--- config.mk ---
export PLATFORM = sky130hd
export DESIGN_NAME = alu
export DESIGN_NICKNAME = d
export VERILOG_FILES = /design/src/rtl/alu.sv
export SDC_FILE = /design/constraint.sdc
export NUM_CORES = 1
export LEC_CHECK = 0
export BUFFER_PORTS_ARGS = -buffer_cell sky130_fd_sc_hd__buf_2
export CORE_MARGIN = 1
export CORE_UTILIZATION = 46
export DETAILED_ROUTE_END_ITERATION = 8
export HOLD_SLACK_MARGIN = 0.03
export RECOVER_POWER = 25
export REMOVE_ABC_BUFFERS = 1
export SLEW_MARGIN = 20
export SYNTH_ARGS = -nofsm -noshare
export SYNTH_HDL_FRONTEND = slang
export SYNTH_SLANG_ARGS = --single-unit
--- constraint.sdc ---
create_clock -name clk -period 5.85 [get_ports clk]
set_input_delay 0.585 -clock clk [delete_from_list [all_inputs] [get_ports clk]]
set_output_delay 0.585 -clock clk [all_outputs]
set_load 0.01 [all_outputs]
--- src/rtl/alu.sv ---
// ----------------------------------------------------------------------------
// alu -- registered integer ALU with ARM-style NZCV condition flags.
//
// One request per clock and no stall. A request presented with in_valid=1 is
// visible on result/alu_flags one cycle later, with out_valid=1 in that cycle.
// When in_valid=0, result and alu_flags keep their last values and
// out_valid=0.
//
// Ports:
//   clk        rising-edge clock
//   rst_n      synchronous reset, active-low; clears result, flags and valid
//   in_valid   a/b/control carry a request this cycle
//   a, b       operands; the shift amount is the low $clog2(WIDTH) bits of b
//   control    operation select:
//                0 ADD, 1 SUB, 2 AND, 3 OR, 4 XOR, 5 SLL, 6 SRL, 7 SRA, 8 SLT
//                9 MUL (only when ALU_MUL_EN is defined), others give 0
//   result     registered result
//   alu_flags  registered flags {N, Z, C, V}
//   out_valid  result/alu_flags were updated this cycle
//
// Build option:
//   ALU_MUL_EN  when defined, control 1001 returns the low WIDTH bits of the
//               unsigned product a*b. When undefined, 1001 behaves like every
//               other unused code and no multiplier is built.
// ----------------------------------------------------------------------------
module alu #(
    parameter int WIDTH = 32
) (
    input  logic             clk,
    input  logic             rst_n,
    input  logic             in_valid,
    input  logic [WIDTH-1:0] a,
    input  logic [WIDTH-1:0] b,
    input  logic [3:0]       control,
    output logic [WIDTH-1:0] result,
    output logic [3:0]       alu_flags,
    output logic             out_valid
);

    localparam int SH_W = $clog2(WIDTH);

    logic        [SH_W-1:0]  sh;
    logic signed [WIDTH-1:0] a_s;
    logic signed [WIDTH-1:0] b_s;

    // Arithmetic is one bit wider so that carry and borrow fall out of the
    // top bit.
    logic        [WIDTH:0]   add_ext;
    logic        [WIDTH:0]   sub_ext;
    logic                    v_add;
    logic                    v_sub;
    logic                    slt_bit;

    // Shifts are also one bit wider. The extra bit catches the last bit
    // shifted out, and it stays 0 when sh == 0.
    logic        [WIDTH:0]   shl_ext;
    logic        [WIDTH:0]   shr_ext;
    logic signed [WIDTH:0]   sra_ext;

`ifdef ALU_MUL_EN
    logic        [WIDTH-1:0] mul_lo;
`endif

    logic        [WIDTH-1:0] res_p0;
    logic                    c_p0;
    logic                    v_p0;

    // N and Z are taken from the final result for every code.
    function automatic logic [1:0] nz_flags(input logic [WIDTH-1:0] r);
        return {r[WIDTH-1], (r == '0)};
    endfunction

    assign sh  = b[SH_W-1:0];
    assign a_s = a;
    assign b_s = b;

    assign add_ext = {1'b0, a} + {1'b0, b};
    assign sub_ext = {1'b0, a} - {1'b0, b};
    assign v_add   = (a_s[WIDTH-1] == b_s[WIDTH-1]) && (add_ext[WIDTH-1] != a_s[WIDTH-1]);
    assign v_sub   = (a_s[WIDTH-1] != b_s[WIDTH-1]) && (sub_ext[WIDTH-1] != a_s[WIDTH-1]);
    // Signed less-than from the subtractor: the sign of a-b, corrected by
    // the overflow bit.
    assign slt_bit = sub_ext[WIDTH-1] ^ v_sub;

    assign shl_ext = {1'b0, a} << sh;
    assign shr_ext = {a, 1'b0} >> sh;
    assign sra_ext = $signed({a, 1'b0}) >>> sh;

`ifdef ALU_MUL_EN
    assign mul_lo = a * b;
`endif

    // Stage p0: combinational operation select
    always_comb begin
        res_p0 = '0;
        c_p0   = 1'b0;
        v_p0   = 1'b0;
        case (control)
            4'b0000: begin
                res_p0 = add_ext[WIDTH-1:0];
                c_p0   = add_ext[WIDTH];
                v_p0   = v_add;
            end
            4'b0001: begin
                res_p0 = sub_ext[WIDTH-1:0];
                c_p0   = ~sub_ext[WIDTH];
                v_p0   = v_sub;
            end
            4'b0010: res_p0 = a & b;
            4'b0011: res_p0 = a | b;
            4'b0100: res_p0 = a ^ b;
            4'b0101: begin
                res_p0 = shl_ext[WIDTH-1:0];
                c_p0   = shl_ext[WIDTH];
            end
            4'b0110: begin
                res_p0 = shr_ext[WIDTH:1];
                c_p0   = shr_ext[0];
            end
            4'b0111: begin
                res_p0 = sra_ext[WIDTH:1];
                c_p0   = sra_ext[0];
            end
            4'b1000: res_p0 = {{(WIDTH-1){1'b0}}, slt_bit};
`ifdef ALU_MUL_EN
            4'b1001: res_p0 = mul_lo;
`endif
            default: res_p0 = '0;
        endcase
    end

    // Stage p1: output registers
    always_ff @(posedge clk) begin
        if (!rst_n) begin
            result    <= '0;
            alu_flags <= 4'b0000;
            out_valid <= 1'b0;
        end else begin
            out_valid <= in_valid;
            if (in_valid) begin
                result    <= res_p0;
                alu_flags <= {nz_flags(res_p0), c_p0, v_p0};
            end
        end
    end

endmodule

==> qor.csv, run 1 <==
metric,value,unit
routedWlPerCell,27.3,microns
grt_first_pass_wirelength,78800,microns
rsz0062_at_grt,false,
synthCells,1596,
p_leak,5.30,nW
grt_overflow_total,0,
htree_levels,2,
yosys.area.top_type,ha_1,
syn_area_per_cell,7.02,sq um
final_area,12200,sq um
clk_pin_slew,70,ps
finClkSkew,0,ps
insertedDiodeCount,0,
path_max_fanout,8,
ys_seq_area_frac,0.0643,
holdWs,474,ps
setup_viol,0,
synth.cell_area,11200,sq um
tightestPinTransition,1080,ps
synth.distinct_cells,98,
clock_path_buffers,2,
nets,1822,
ant_nets,0,
die_w,158,microns
setup_slack,430,ps
max_slew_margin,0.272,
postCtsSetupRepairBufs,0,
ios,108,
finalHoldViolCount,0,
clock_latency,290,ps
vias,13720,
core,23700,sq um
port_buffers,107,
synth_seq_cells,36,
finalCritPeriodShare,0.926,
yosysTopAreaCellShare,0.108,
ys.warnings.count,0,
startpoint_type,input pin,
antenna_found_initial,0,
numClockSinks,36,
drc,0,
place_congestion,1.06,
crit_type,in2reg,
dp_slack,264,ps
drive_above_1_share,0.153,
area_growth,8.47,%
pwr_density_cell,142,nW/um^2
outcome,finished clean,
drt-pass1-iter-count,6,
hpwl,42600,microns
drt_iter0_markers,2049,
wirelength,53800,microns
post-route-min-period,5420,ps
start_util,0.473,
vdd_drop_max,0.0930,mV
cts_tree,done,
arrival,5630,ps
grt_pass1_vias,12297,
ctsHoldBuffers,0,
synth_edf_count,0,
synth_flop_cell,dfxtp_1,
grt.total_usage,0.426,
drv_cap,0,
grt_max_degree,67,
die_h,158,microns
synth_async_sr_flop_share,0,
die_area,25000,sq um
cts_buffers,5,
worst_setup_path_end_kind,flip-flop,
tns,0,ps
hold_class,reg2reg,
placed_cell_area,12000,sq um
ctsResizeCount,0,
fmax,185,MHz
cts_root_buffer,clkbuf_16,
synthTopCellsByArea,"ha_1 11%, dfxtp_1 6.4%, a21oi_1 5.8%, mux2i_1 5.6%, nand2_1 5.3%",
viasPerCell,6.96,
drv_slew,0,
fp-row-count,56,
worst_ep_required_time,6070,ps
## per-stage QoR
stage | instances | total power [mW] | util
detailed placement | 1963 | 1.39 | 0.508
global route | 1970 | 1.82 | 0.513
global placement | 1963 | 1.40 | 0.508
floorplan | 1464 | 0.929 | -
finish | 1970 | 1.73 | 0.513
CTS | 1970 | 1.69 | 0.514
## area by class of cell
cell class | count | area, sq um
Sequential cell | 36 | 721
Fill cell | 2516 | 11500
Clock buffer | 7 | 153
Timing Repair Buffer | 180 | 1070
Inverter | 101 | 379
Multi-Input combinational cell | 1327 | 9440
Tap cell | 319 | 399
## state kept, by name (all words and copies together), names as in the netlist
| name | count |
|---|---|
| result | 32 |
| alu_flags | 3 |
| out_valid | 1 |
## power breakdown
| group | internal [mW] | switching (mW) | leakage (nW) |
|---|---|---|---|
| combinational | 0.402 | 0.762 | 4.92 |
| sequential | 0.264 | 0.00878 | 0.298 |
| clock | 0.179 | 0.115 | 0.0760 |
## worst max-delay path: stages
cell and delay (ps):
buf_2 180, inv_1 90, ha_1 390, nor4_1 510, and2_1 220, a21oi_1 150
o311ai_2 480, a21oi_1 200, a221oi_1 380, a21oi_1 140, nor2_1 110, nor2_1 60
fa_1 440, a31oi_1 190, o211ai_1 90, nor3_1 170, o21ai_0 110, a21oi_1 130
buf_4 150, nand4_1 110, nor4_2 390, nand4_1 140, o22ai_1 190
## final timing paths
kind | start | to | slack [ps] | cells past startpoint
setup / recovery | a[8] | alu_flags[2]$_SDFFE_PN0P_ | 430 | 23
hold / removal | result[30]$_SDFFE_PN0P_ | result[30]$_SDFFE_PN0P_ | 470 | 1
setup reg to reg | alu_flags[1]$_SDFFE_PN0P_ | alu_flags[1]$_SDFFE_PN0P_ | 5060 | 4
hold reg to reg | result[30]$_SDFFE_PN0P_ | result[30]$_SDFFE_PN0P_ | 470 | 1
## synth_stat cells, types with 14 or more instances
library cell / n
a221oi_1: 23
o211ai_1: 34
nand4_1: 16
ha_1: 97
nor4_1: 19
o21ai_0: 87
nor2_1: 140
mux4_2: 19
clkbuf_1: 64
o22ai_1: 35
buf_6: 14
mux2_2: 21
a21oi_1: 129
buf_2: 33
a22oi_1: 27
nand3_1: 34
inv_1: 100
o211a_1: 27
nor2b_1: 21
a211oi_1: 30
a21o_1: 19
mux2i_1: 63
dfxtp_1: 36
nand2_1: 158
a31oi_1: 19
nand2b_1: 22
nor3_1: 32
## routing by layer
| layer | wire (microns) | GRT usage | part of all wire | vias to the layer above |
|---|---|---|---|---|
| li1 | - | - | - | 6130 |
| met1 | 22400 | 0.577 | 0.42 | 6431 |
| met3 | 5970 | 0.0843 | 0.11 | 158 |
| met5 | 0 | 0 | 0 | - |
| met2 | 22300 | 0.636 | 0.41 | 1001 |
| met4 | 3200 | 0.216 | 0.059 | 0 |
## placed cells by master, fill, tap and decap left out, types with 34 or more instances in the layout
cell type	n
ha_1	97
inv_1	100
buf_4	75
o21ai_0	87
mux2i_1	63
nand3_1	34
o211ai_1	34
o22ai_1	35
dfxtp_1	36
buf_2	88
a21oi_1	129
nand2_1	158
nor2_1	139
## logic make-up after synthesis
group	Yosys count	synth area share
AOI/OAI and AO/OA	596	0.375
xor gates and xnor gates	15	0.0117
adders and majority gates	100	0.114
buffers and inverters	233	0.0964
DFF	36	0.0643
muxes	109	0.125
and+or+nand+nor	507	0.214
No activity file was read; power rests on OpenSTA's default activity.
==> run 2: changes to the inputs <==
CORE_UTILIZATION = 40   (was 46)
==> qor.csv, run 2 (synthesis results as in run 1) <==
metric,value,unit,change
ant_nets,0,,unchanged
instances_no_fill,2022,,+2.6%
die_h,169,microns,+7.1%
cts_tree,done,,
p_leak,5.30,nW,about the same
core,27300,sq um,+15%
area_growth,9.11,%,
numClockSinks,36,,unchanged
finalCritPeriodShare,0.958,,+0.0311
tightestPinTransition,912,ps,-166 ps
ctsResizeCount,0,,unchanged
clk_pin_slew,70,ps,about the same
rsz0062_at_grt,false,,
fp-row-count,60,,+7.1%
finClkSkew,0,ps,unchanged
worst_ep_required_time,6060,ps,about the same
drv_cap,0,,unchanged
hpwl,43700,microns,+2.5%
fmax,179,MHz,-3.2%
vdd_drop_max,0.0980,mV,+5.3%
largest_registers,"result: 32 flops, alu_flags: 3 flops, out_valid: 1 flops",,
routedWlPerCell,27.3,microns,about the same
grt_overflow_total,0,,unchanged
hold_class,reg2reg,,
setup_viol,0,,unchanged
grt.total_usage,0.381,,-0.0451
clock_latency,290,ps,about the same
regMostFlops,result,,
arrival,5810,ps,+180 ps
holdWs,475,ps,+1.23 ps
drt-pass1-iter-count,6,,unchanged
grt_pass1_vias,12719,,+3.4%
nets,1821,,-0.055%
cts_buffers,5,,unchanged
post-route-util,0.449,,-0.0646
final_cell_mix,"158 x nand2_1, 139 x nor2_1, 129 x a21oi_1",,
clock_path_buffers,2,,unchanged
drt_iter0_markers,1863,,-9.1%
worst_setup_path_end_kind,flip-flop,,
dp_cells,2015,,+2.6%
vias,13751,,+0.23%
viasPerCell,6.80,,-2.4%
insertedDiodeCount,0,,unchanged
ios,108,,unchanged
multi_input_area,9440,sq um,unchanged
post-route-min-period,5600,ps,+182 ps
die_w,169,microns,+7.1%
crit_type,in2reg,,
finalHoldViolCount,0,,unchanged
n_fill_cell,2914,,+16%
outcome,finished clean,,
largest_reg_flops,32,,unchanged
max_slew_margin,0.391,,+0.119
path_max_fanout,9,,+1
pwr_density_cell,142,nW/um^2,-0.30%
grt_first_pass_wirelength,82800,microns,+5.1%
seq_area,721,sq um,unchanged
drc,0,,unchanged
placed_cell_area,12100,sq um,+0.59%
htree_levels,2,,unchanged
grt_max_degree,67,,unchanged
wirelength,55200,microns,+2.5%
die_area,28700,sq um,+15%
layout_commonest_cell,nand2_1,,
startpoint_type,input pin,,
start_util,0.411,,-0.0620
antenna_found_initial,0,,unchanged
place_congestion,1.05,,-0.22%
tns,0,ps,unchanged
drive_above_1_share,0.152,,-0.000514
drv_slew,0,,unchanged
port_buffers,107,,unchanged
cts_root_buffer,clkbuf_16,,
ctsHoldBuffers,0,,unchanged
postCtsSetupRepairBufs,0,,unchanged
final_area,12200,sq um,+0.59%
==> run 2: cell count changes in the layout (fill, tap and decap cells not counted), sizes merged <==
cell	change
buf	-1
==> run 2: critical path: stages <==
cell and delay (ps):
buf_2 200, inv_1 80, ha_1 440, nor4_1 450
and2_1 210, a21oi_1 150, o311ai_2 470, a21oi_1 210
a221oi_1 380, a21oi_1 130, nor2_1 130, nor2_1 80
fa_1 450, a31oi_1 200, o211ai_1 100, nor3_1 180
o21ai_0 120, a21oi_1 330, nand4_1 160, nor4_2 430
nand4_1 140, o22ai_1 180
==> run 2: layout make-up <==
cell class | count | area share
multi-input cells | 1327 | 0.772
repair buffers | 179 | 0.0877
flip-flops and latches | 36 | 0.0589
well taps | 372 | 0.0381
clock buffers | 7 | 0.0125
inverters | 101 | 0.0310
==> run 2: power breakdown <==
group	switching [mW]	internal, mW
Sequential	0.00887	0.264
Combinational	0.767	0.402
Clock	0.115	0.179
==> run 2: final timing paths <==
path | from | end | slack [ps] | cells after the start
min reg2reg | result[28]$_SDFFE_PN0P_ | result[28]$_SDFFE_PN0P_ | 480 | 1
min | result[28]$_SDFFE_PN0P_ | result[28]$_SDFFE_PN0P_ | 480 | 1
max reg2reg | alu_flags[1]$_SDFFE_PN0P_ | alu_flags[1]$_SDFFE_PN0P_ | 5050 | 4
max | a[10] | alu_flags[2]$_SDFFE_PN0P_ | 250 | 22
==> run 2: layer usage <==
metal	global-route usage	part of all wire	routed length (microns)
met1	0.530	0.42	23100
met2	0.569	0.42	23000
met3	0.0478	0.10	5680
met4	0.206	0.063	3480
met5	0	0	0
==> run 2: metrics by stage <==
| step | worst slack (ps) | power (mW) |
|---|---|---|
| after floorplan | 726 | 0.929 |
| after CTS | 421 | 1.70 |
| after global placement | 374 | 1.40 |
| final | 249 | 1.74 |
| after detailed placement | 135 | 1.40 |
| after global routing | 37.7 | 1.82 |
==> run 3: changes to the inputs <==
ABC_AREA = 1   (was not set)
==> qor.csv, run 3 <==
metric,value,unit,change
dp_cells,2735,,+36%
combPwrFrac,0.668,,-0.005
switching_share,0.547,,+0.0333
r2r-start,result[14]$_SDFFE_PN0P_,,
instances_no_fill,2742,,+36%
use_met1,0.488,,-0.0422
die_w,173,microns,+2.2%
antenna_found_initial,1,,+1
seq_area,721,sq um,unchanged
ctsHoldBuffers,0,,unchanged
synth_top_family_by_area,simple AND/OR/NAND/NOR gates,,
postCtsSetupRepairBufs,0,,unchanged
clockPowerShare,0.167,,-0.003
numClockSinks,36,,unchanged
drv_cap,1,,+1
finClkSkew,0,ps,unchanged
finalHoldViolCount,0,,unchanged
insertedDiodeCount,0,,unchanged
ios,108,,unchanged
regMostFlops,result,,
vias,15805,,+15%
nets,2529,,+39%
reg2reg_slack,4890,ps,-160 ps
max_slew_margin,-0.368,,-0.759
synthTopCellsByArea,"nand2_1 25%, nand3_1 18%, ha_1 10%, inv_1 10%, nor2_1 7.0%",,
r2r_cells,4,,unchanged
worst_setup_path_end_kind,flip-flop,,
fp-row-count,62,,+3.3%
grt_busiest_layer,met2,,
crit_type,in2reg,,
fmax,244,MHz,+37%
pwr_density_cell,132,nW/um^2,-6.7%
yosys.area.top_type,nand2_1,,
place_congestion,1.03,,-1.7%
hold_class,reg2reg,,
tightestPinTransition,2050,ps,+1140 ps
ctsResizeCount,0,,unchanged
p_int,0.747,mW,-12%
failed_checks,"capacitance limit, slew limit",,
hpwl,47200,microns,+8.1%
grt_first_pass_wirelength,85600,microns,+3.3%
p_leak,7.24,nW,+37%
routedWlPerCell,21.0,microns,-23%
holdWs,471,ps,-4.58 ps
die_h,173,microns,+2.2%
endpoint,alu_flags[2]$_SDFFE_PN0P_,,
grt_overflow_total,0,,unchanged
tns,0,ps,unchanged
finalCritPeriodShare,0.701,,-0.257
grt_use_met2,0.613,,+0.0445
multi_input_area,9230,sq um,-2.3%
yosys-top-cells-count,"791 x nand2_1, 423 x nand3_1, 317 x inv_1",,
final_cell_mix,"791 x nand2_1, 423 x nand3_1, 317 x inv_1",,
n_fill_cell,3408,,+17%
viasPerCell,5.76,,-15%
syn_area_per_cell,5.02,sq um,-29%
drv_slew,46,,+46
p_sw,0.900,mW,+0.99%
synth_edf_count,0,,unchanged
dp_slack,1610,ps,+1470 ps
outcome,finished with violations,,
synthCells,2335,,+46%
largest_reg_flops,32,,unchanged
reg2reg_to,result[14]$_SDFFE_PN0P_,,
synth_fa_ha_area_frac,0.109,,-0.00497
post-route-min-period,4100,ps,-1500 ps
synth-compound-area-share,0.105,,-0.269
drt_iter0_markers,1930,,+3.6%
layout_commonest_cell,nand2_1,,
synth.cell_area,11700,sq um,+4.6%
synth_async_sr_flop_share,0,,unchanged
cts_buffers,5,,unchanged
synth_seq_cells,36,,unchanged
yosysTopAreaCellShare,0.253,,+0.145
ys.warnings.count,0,,unchanged
vdd_drop_max,0.132,mV,+35%
die_area,30000,sq um,+4.5%
cts_tree,done,,
rsz0062_at_grt,false,,
crit_path_max_incr_delay,540,ps,+70 ps
drc,0,,unchanged
synth_most_common_cell,nand2_1,,
cp_slowest_cell,fa_1,,
post-route-util,0.432,,-0.0167
ys_seq_area_frac,0.0615,,-0.00281
drt-pass1-iter-count,8,,+2
grt.total_usage,0.373,,-0.00787
p_seq_frac,0.165,,+0.008
ant_nets,0,,unchanged
area_growth,6.08,%,
grt_pass1_vias,14445,,+14%
wirelength,57500,microns,+4.1%
clk_pin_slew,50,ps,-20 ps
clock_path_buffers,2,,unchanged
core,28800,sq um,+5.6%
synthSimpleGateAreaFrac,0.570,,+0.356
path_cells,buf_2 -> inv_2 -> buf_4 -> ha_1 -> nand2_1 -> nand2_1 -> inv_1 -> nand3_1 -> nand3_1 -> nand2_1 -> nand2_1 -> nand2_1 -> nand2_1 -> nand2_1 -> a21oi_1 -> fa_1 -> o22ai_1 -> a221oi_1 -> nand2_1 -> a21oi_1 -> nand3_1 -> nor2_1 -> nand4_1 -> a21oi_1,,
startpoint,b[3],,
cts_root_buffer,clkbuf_16,,
arrival,4300,ps,-1510 ps
htree_levels,2,,unchanged
muxShareOfSynthArea,0,,-0.125
port_buffers,107,,unchanged
drive_above_1_share,0.0755,,-0.0766
start_util,0.407,,-0.00403
synth_flop_cell,dfxtp_1,,
startpoint_type,input pin,,
setup_slack,1750,ps,+1500 ps
largest_registers,"result: 32 flops, alu_flags: 3 flops, out_valid: 1 flops",,
setup_viol,0,,unchanged
synth.distinct_cells,49,,-50%
worst_ep_required_time,6050,ps,about the same
grt_max_degree,74,,+10%
path_max_fanout,54,,+45
cp_common_cell,nand2_1,,
grt.met3_usage,0.0583,,+0.0105
clock_latency,280,ps,about the same
synth-xor-area-share,0.00224,,-0.00948
==> run 3: cells by family after synthesis <==
group | after synthesis
buf+inv | 434
fa+ha+maj | 100
flops | 36
simple gates | 1545
xor+xnor | 3
compound gates | 217
==> run 3: how the worst min path moves through the flow <==
stage / startpoint / endpoint / slack [ps] / cells after the start
CTS: alu_flags[1]$_SDFFE_PN0P_ / alu_flags[1]$_SDFFE_PN0P_ / 470 / 2
detailed placement: alu_flags[1]$_SDFFE_PN0P_ / alu_flags[1]$_SDFFE_PN0P_ / 460 / 2
global route: alu_flags[1]$_SDFFE_PN0P_ / alu_flags[1]$_SDFFE_PN0P_ / 490 / 2
floorplan: alu_flags[1]$_SDFFE_PN0P_ / alu_flags[1]$_SDFFE_PN0P_ / 490 / 2
finish: alu_flags[1]$_SDFFE_PN0P_ / alu_flags[1]$_SDFFE_PN0P_ / 470 / 2
global placement: result[9]$_SDFFE_PN0P_ / result[9]$_SDFFE_PN0P_ / 460 / 2
==> run 3: area by class of cell <==
class,instances,area share
clock buffers,7,0.0123
repair buffers,121,0.0497
multi-input cells,1865,0.742
inverters,329,0.0995
well taps,384,0.0386
flip-flops and latches,36,0.0580
==> run 3: power by group through the flow <==
stage / Sequential, mW / Clock, mW / Combinational [mW]
6_report: 0.272 / 0.275 / 1.10
3_3_place_gp: 0.276 / 0 / 1.06
4_1_cts: 0.272 / 0.279 / 1.07
5_1_grt: 0.274 / 0.293 / 1.20
2_1_floorplan: 0.284 / 0 / 0.653
3_5_place_dp: 0.277 / 0 / 1.06
==> run 3: metrics by stage <==
| stage | total power [mW] | cell area, sq um |
|---|---|---|
| detailed placement | 1.34 | 12300 |
| global placement | 1.33 | 12300 |
| global route | 1.76 | 12400 |
| CTS | 1.62 | 12500 |
| floorplan | 0.937 | 11200 |
| finish | 1.65 | 12400 |
==> run 3: worst max-delay path, delay by kind of cell <==
family | cells | cell delay [ps]
buf+inv | 4 | 700
fa+ha+maj | 2 | 870
compound gates | 5 | 720
simple gates | 13 | 1400
==> run 3: per-layer routing <==
metal	wire length, microns	share of wire	vias to the layer above
li1	-	-	7514
met1	23600	0.41	7280
met2	25900	0.45	886
met3	5430	0.094	125
met4	2560	0.045	0
met5	0	0	-
